[src/rtl/key_filter_if.sv]
// Key filter signal bundle: raw active-low keys in, press events and debounced levels out.
interface key_filter_if;
  logic [3:0] key_in;
  logic [3:0] key_out;
  logic [3:0] key_level;

  modport master (output key_in, input key_out, input key_level);
  modport slave  (input key_in, output key_out, output key_level);
endinterface

[src/rtl/key_filter.sv]
// Four-key debouncer with one-hot press events; define KEY_FILTER_REPEAT_EN to add
// hold-to-repeat (first repeat after LONG_CYC held cycles, then every REPEAT_CYC).
module key_filter #(
  parameter int DEBOUNCE_CYC = 1_000_000,
  parameter int LONG_CYC     = 50_000_000,
  parameter int REPEAT_CYC   = 10_000_000
) (
  input  logic        clk,
  input  logic        rst_n,
  key_filter_if.slave kif
);
  localparam int CW = (DEBOUNCE_CYC > 1) ? $clog2(DEBOUNCE_CYC) : 1;
  localparam logic [CW-1:0] DEB_LAST = CW'(DEBOUNCE_CYC - 1);
  localparam logic [CW-1:0] CNT_ONE  = CW'(1);

  typedef enum logic [1:0] {IDLE, PRESS_CHK, HELD, REL_CHK} state_e;

  logic [3:0] sync1_r;
  logic [3:0] sync_r;
  logic [3:0] pend_r;
  logic [3:0] pend_set_s;
  logic [3:0] emit_s;
  logic [3:0] level_s;
  logic [3:0] level_r;
  logic [3:0] key_out_r;

  // Isolates the lowest set bit so only one event leaves per cycle.
  function automatic logic [3:0] lowest_one(input logic [3:0] v);
    lowest_one = v & (~v + 4'd1);
  endfunction

  for (genvar k = 0; k < 4; k++) begin : g_key
    state_e        state_r;
    state_e        state_s;
    logic [CW-1:0] cnt_r;
    logic [CW-1:0] cnt_s;
    logic          press_s;

    // Debounce state and stability counter.
    always_ff @(posedge clk or negedge rst_n) begin
      if (!rst_n) begin
        state_r <= IDLE;
        cnt_r   <= '0;
      end else begin
        state_r <= state_s;
        cnt_r   <= cnt_s;
      end
    end

    // Counter is only meaningful while checking, so every other path leaves it zero.
    always_comb begin
      state_s = state_r;
      cnt_s   = '0;
      press_s = 1'b0;
      case (state_r)
        IDLE: begin
          if (!sync_r[k]) state_s = PRESS_CHK;
          else            state_s = IDLE;
        end
        PRESS_CHK: begin
          if (sync_r[k]) begin
            state_s = IDLE;
          end else if (cnt_r == DEB_LAST) begin
            state_s = HELD;
            press_s = 1'b1;
          end else begin
            cnt_s = cnt_r + CNT_ONE;
          end
        end
        HELD: begin
          if (sync_r[k]) state_s = REL_CHK;
          else           state_s = HELD;
        end
        REL_CHK: begin
          if (!sync_r[k]) begin
            state_s = HELD;
          end else if (cnt_r == DEB_LAST) begin
            state_s = IDLE;
          end else begin
            cnt_s = cnt_r + CNT_ONE;
          end
        end
        default: begin
          state_s = IDLE;
        end
      endcase
    end

    assign level_s[k] = (state_s == HELD) || (state_s == REL_CHK);

`ifdef KEY_FILTER_REPEAT_EN
    localparam int HMAX = (LONG_CYC > REPEAT_CYC) ? LONG_CYC : REPEAT_CYC;
    localparam int HW   = (HMAX > 1) ? $clog2(HMAX) : 1;
    localparam logic [HW-1:0] LONG_LAST = HW'(LONG_CYC - 1);
    localparam logic [HW-1:0] REP_LAST  = HW'(REPEAT_CYC - 1);
    localparam logic [HW-1:0] HOLD_ONE  = HW'(1);

    logic [HW-1:0] hold_r;
    logic          rep_r;
    logic          rep_fire_s;

    assign rep_fire_s = (state_r == HELD) && (state_s == HELD) &&
                        (hold_r == (rep_r ? REP_LAST : LONG_LAST));

    // Hold timer: runs only while staying in HELD; rep_r switches to the repeat period.
    always_ff @(posedge clk or negedge rst_n) begin
      if (!rst_n) begin
        hold_r <= '0;
        rep_r  <= 1'b0;
      end else if ((state_r == HELD) && (state_s == HELD)) begin
        if (rep_fire_s) begin
          hold_r <= '0;
          rep_r  <= 1'b1;
        end else begin
          hold_r <= hold_r + HOLD_ONE;
          rep_r  <= rep_r;
        end
      end else begin
        hold_r <= '0;
        rep_r  <= 1'b0;
      end
    end

    assign pend_set_s[k] = press_s | rep_fire_s;
`else
    assign pend_set_s[k] = press_s;
`endif
  end

  always_comb begin
    emit_s = lowest_one(pend_r);
  end

  // Synchronizers reset to the released level; a newly set pending bit survives its own emit cycle.
  always_ff @(posedge clk or negedge rst_n) begin
    if (!rst_n) begin
      sync1_r   <= 4'b1111;
      sync_r    <= 4'b1111;
      pend_r    <= 4'b0000;
      level_r   <= 4'b0000;
      key_out_r <= 4'b0000;
    end else begin
      sync1_r   <= kif.key_in;
      sync_r    <= sync1_r;
      pend_r    <= (pend_r & ~emit_s) | pend_set_s;
      level_r   <= level_s;
      key_out_r <= emit_s;
    end
  end

  assign kif.key_out   = key_out_r;
  assign kif.key_level = level_r;
endmodule
[src/flat_wrapper.sv]
// flat-port wrapper written by rule: the top's interface ports become plain ports
module key_filter_flat 
#(
  parameter int DEBOUNCE_CYC = 1_000_000,
  parameter int LONG_CYC     = 50_000_000,
  parameter int REPEAT_CYC   = 10_000_000
)
  (clk, rst_n, kif_key_in, kif_key_out, kif_key_level);
  key_filter_if kif_i ();
  input  logic clk;
  input  logic rst_n;
  input wire logic [$bits(kif_i.key_in)-1:0] kif_key_in;
  output wire logic [$bits(kif_i.key_out)-1:0] kif_key_out;
  output wire logic [$bits(kif_i.key_level)-1:0] kif_key_level;
  assign kif_i.key_in = kif_key_in;
  assign kif_key_out = kif_i.key_out;
  assign kif_key_level = kif_i.key_level;
  key_filter #(.DEBOUNCE_CYC(DEBOUNCE_CYC), .LONG_CYC(LONG_CYC), .REPEAT_CYC(REPEAT_CYC)) u_core (.clk(clk), .rst_n(rst_n), .kif(kif_i));
endmodule
[config.mk]
export PLATFORM = sky130hd
export DESIGN_NAME = key_filter_flat
export DESIGN_NICKNAME = d
export VERILOG_FILES = /design/src/rtl/key_filter_if.sv /design/src/rtl/key_filter.sv /design/src/flat_wrapper.sv
export SDC_FILE = /design/constraint.sdc
export NUM_CORES = 1
export LEC_CHECK = 0
export ABC_CLOCK_PERIOD_IN_PS = 5300
export BUFFER_PORTS_ARGS = -buffer_cell sky130_fd_sc_hd__clkbuf_2
export CORE_UTILIZATION = 45
export DETAILED_ROUTE_END_ITERATION = 16
export GPL_TIMING_DRIVEN = 0
export SLEW_MARGIN = 25
export SYNTH_ARGS = -nofsm -noshare
export SYNTH_HDL_FRONTEND = slang
export SYNTH_SLANG_ARGS = --single-unit
[constraint.sdc]
create_clock -name clk -period 5.3 [get_ports clk]
set_clock_uncertainty 0.05 [all_clocks]
set_input_delay 1.06 -clock clk [delete_from_list [all_inputs] [get_ports clk]]
set_output_delay 1.06 -clock clk [all_outputs]
set_load 0.1 [all_outputs]
==> impl_metrics.json <==
{
  "status": "complete, no violations",
  "hpwl_um": 5972,
  "yosys_warnings": 0,
  "layout_worst_path_cycle_share_pct": 46.42,
  "setup_viol": 0,
  "numCtsBuffers": 9,
  "synthAdderAreaFrac_pct": 1.015,
  "antenna_found_initial": 0,
  "async_flop_share_pct": 100.0,
  "num-nets-final": 517,
  "crit_type": "reg -> reg",
  "insertion_delay_ns": 0.38,
  "synth_top_family_by_area": "simple AND/OR/NAND/NOR gates",
  "cts_tree": "built",
  "clk_pin_slew_ns": 0.11,
  "tightest_slew_ns": 0.6568,
  "p_leak_nw": 2.095,
  "cpPeakStageDelay_ns": 0.62,
  "synth_xor_area_share_pct": 10.13,
  "avgSynthCellArea_um2": 10.23,
  "path_max_fanout": 10,
  "cts_root_buf": "clkbuf_8",
  "path_buf_inv": 1,
  "cp_top_family": "simple AND/OR/NAND/NOR gates",
  "area_delta_synth_final_pct": 9.266,
  "fillers": 984,
  "yosysMostFrequentCell": "dfrtp_1",
  "syn-num-nets": 492,
  "p_per_area_nw_per_um2": 254.3,
  "yosysTopAreaCellShare_pct": 50.77,
  "antenna_cells": 0,
  "preCtsSetupSlack_ns": 2.845,
  "synth_ff_type": "dfrtp_1",
  "hold_class": "reg -> reg",
  "multi_input_area_um2": 2092,
  "grt_usage_pct": 17.22,
  "crit_path_top_delay_cell": "or4_1",
  "ys_top_cells_by_area": "dfrtp_1 (51%), xnor2_1 (7.5%), nor2_1 (5.3%)",
  "synth_compound_area_share_pct": 6.423,
  "drc": 0,
  "critPathLaunchType": "flip-flop",
  "routed_wl_um": 8682,
  "grt_max_degree": 64,
  "wl_per_cell_um": 13.40,
  "synth_top_area_cell": "dfrtp_1",
  "min_period_ns": 2.460,
  "drive_above_1_share_pct": 9.180,
  "fp.coreArea_um2": 10460,
  "clock-sinks": 108,
  "rsz0062_at_grt": "false",
  "htreeDepth": 3,
  "slew_headroom_pct": 55.59,
  "fmax_mhz": 406.5,
  "postSynthRegisterBits": 108,
  "dr.pass1.iters": 4,
  "final-hold-violation-count": 0,
  "die_h_um": 106.7,
  "gp_congestion": 0.7713,
  "ant_nets": 0,
  "synth-edff-count": 0,
  "port_buffers": 13,
  "maxSlewViolCount": 0,
  "worst_slack_ns": 2.840,
  "regArea_um2": 2713,
  "synth_common_cells": "dfrtp_1 (100), nor2_1 (69), xnor2_1 (42)",
  "seq_area_frac_synth_pct": 55.04,
  "cts_hold_buffers": 0,
  "synth-simple-area-share_pct": 23.66,
  "required_ns": 5.49,
  "syn_inst": 482,
  "crit_arrival_ns": 2.65,
  "finalSetupTns_ns": 0,
  "fin_util_pct": 51.47,
  "clock_path_buffers": 2,
  "cts_resized": 0,
  "end_kind": "flip-flop",
  "vias": 3470,
  "drt_iter0_drc": 148,
  "post_cts_buffers": 0,
  "rows": 37,
  "vias_per_cell": 5.355,
  "die-width_um": 106.7,
  "io_pins": 14,
  "cp_cell_sequence": "ha_1, nand4_1, or4_1, o211ai_1, clkbuf_1, nor2_1",
  "start_util_pct": 47.11,
  "dieArea_um2": 11370,
  "synth_cell_type_count": 38,
  "vdd_drop_max_v": 0.0001571,
  "grt_overflow": 0,
  "grt_pass1_vias": 3293,
  "synth.area.mux_share_pct": 1.219,
  "cap_violations": 0,
  "synth_area_um2": 4928,
  "grt_pass1_wl_um": 15450
}
## final cells by class
cell class                      count  share of cell area [%]
Timing Repair Buffer               14                   1.882
Inverter                           21                   1.464
Sequential cell                   108                   50.37
Tap cell                          136                   3.160
Clock buffer                       11                   2.440
Multi-Input combinational cell    342                   38.85
Clock inverter                      5                  0.9991
Buffer                             11                  0.8364
## stage by stage
stage / instances / total power, mW / cell area (um2) / hold slack (ns)
floorplan: 482 / 0.8701 / 4928 / 0.2952
global placement: 631 / 0.8944 / 5164 / 0.2971
detailed placement: 632 / 0.8984 / 5200 / 0.2972
CTS: 648 / 1.391 / 5385 / 0.3046
global route: 648 / 1.427 / 5385 / 0.3102
finish: 648 / 1.369 / 5385 / 0.3005
## power breakdown
group          internal, mW  switching [mW]
clock                 0.218           0.272
combinational        0.0105          0.0300
sequential            0.833         0.00585
## metal layers
| layer | GRT usage (%) | vias up | routed length (um) |
|---|---|---|---|
| met1 | 22.92 | 1681 | 4329 |
| met2 | 27.42 | 40 | 3971 |
| met5 | 0 | - | 0 |
| met4 | 5.284 | 0 | 100 |
| met3 | 4.802 | 6 | 281 |
| li1 | - | 1743 | - |
## flip-flops by register name, indices dropped and copies added, names as in the netlist
signal / flops
u_core.g_key.cnt_r: 80
u_core.g_key.state_r: 8
u_core.kif.key_level: 4
u_core.kif.key_out: 4
u_core.pend_r: 4
u_core.sync1_r: 4
u_core.sync_r: 4
## worst register-to-register path, delay by kind of cell, from the launching register on
kind	cells	cell delay, ns
fa+ha+maj	1	0.25
compound gates	1	0.21
buf+inv	1	0.42
simple gates	3	0.99
flops	1	0.40
## kinds of logic after synthesis
logic type,count (synthesis)
and+or+nand+nor,224
DFF,108
xor gates and xnor gates,57
AOI/OAI and AO/OA,51
buffers and inverters,32
muxes,6
adders and majority gates,4
## layout by cell type, fill, tap and decap left out, types with 3 or more instances in the layout
cell type | synthesis | routed
ha_1 | 4 | 4
and4_1 | 4 | 4
nor3_1 | 15 | 15
xor2_1 | 15 | 15
o31ai_1 | 8 | 8
clkbuf_8 | 0 | 10
mux2i_1 | 6 | 6
o211ai_1 | 3 | 3
nand4_1 | 18 | 18
clkbuf_2 | 0 | 12
dfstp_2 | 8 | 8
nor4_1 | 14 | 14
nor4b_1 | 6 | 6
nand3_1 | 27 | 27
and2_1 | 3 | 3
clkinv_2 | 0 | 3
or4_1 | 13 | 13
nor2_1 | 69 | 69
inv_1 | 21 | 21
or3_1 | 12 | 12
nand2_1 | 29 | 29
a21oi_1 | 19 | 19
o21ai_0 | 13 | 13
xnor2_1 | 42 | 42
buf_2 | 3 | 3
clkbuf_1 | 8 | 10
dfrtp_1 | 100 | 100
## worst paths after layout
check                                          from                         to  slack (ns)  depth (start not counted)
max                        u_core.g_key[2].cnt_r[0]  u_core.g_key[2].cnt_r[10]        2.84                          6
min                               u_core.sync1_r[3]           u_core.sync_r[3]        0.30                          0
max reg2reg                u_core.g_key[2].cnt_r[0]  u_core.g_key[2].cnt_r[10]        2.84                          6
min reg2reg                       u_core.sync1_r[3]           u_core.sync_r[3]        0.30                          0
max in group asynchronous                     rst_n          u_core.sync1_r[0]        3.97                          2
min in group asynchronous                     rst_n  u_core.g_key[2].cnt_r[15]        0.56                          1
No activity file was read; power rests on OpenSTA's default activity.
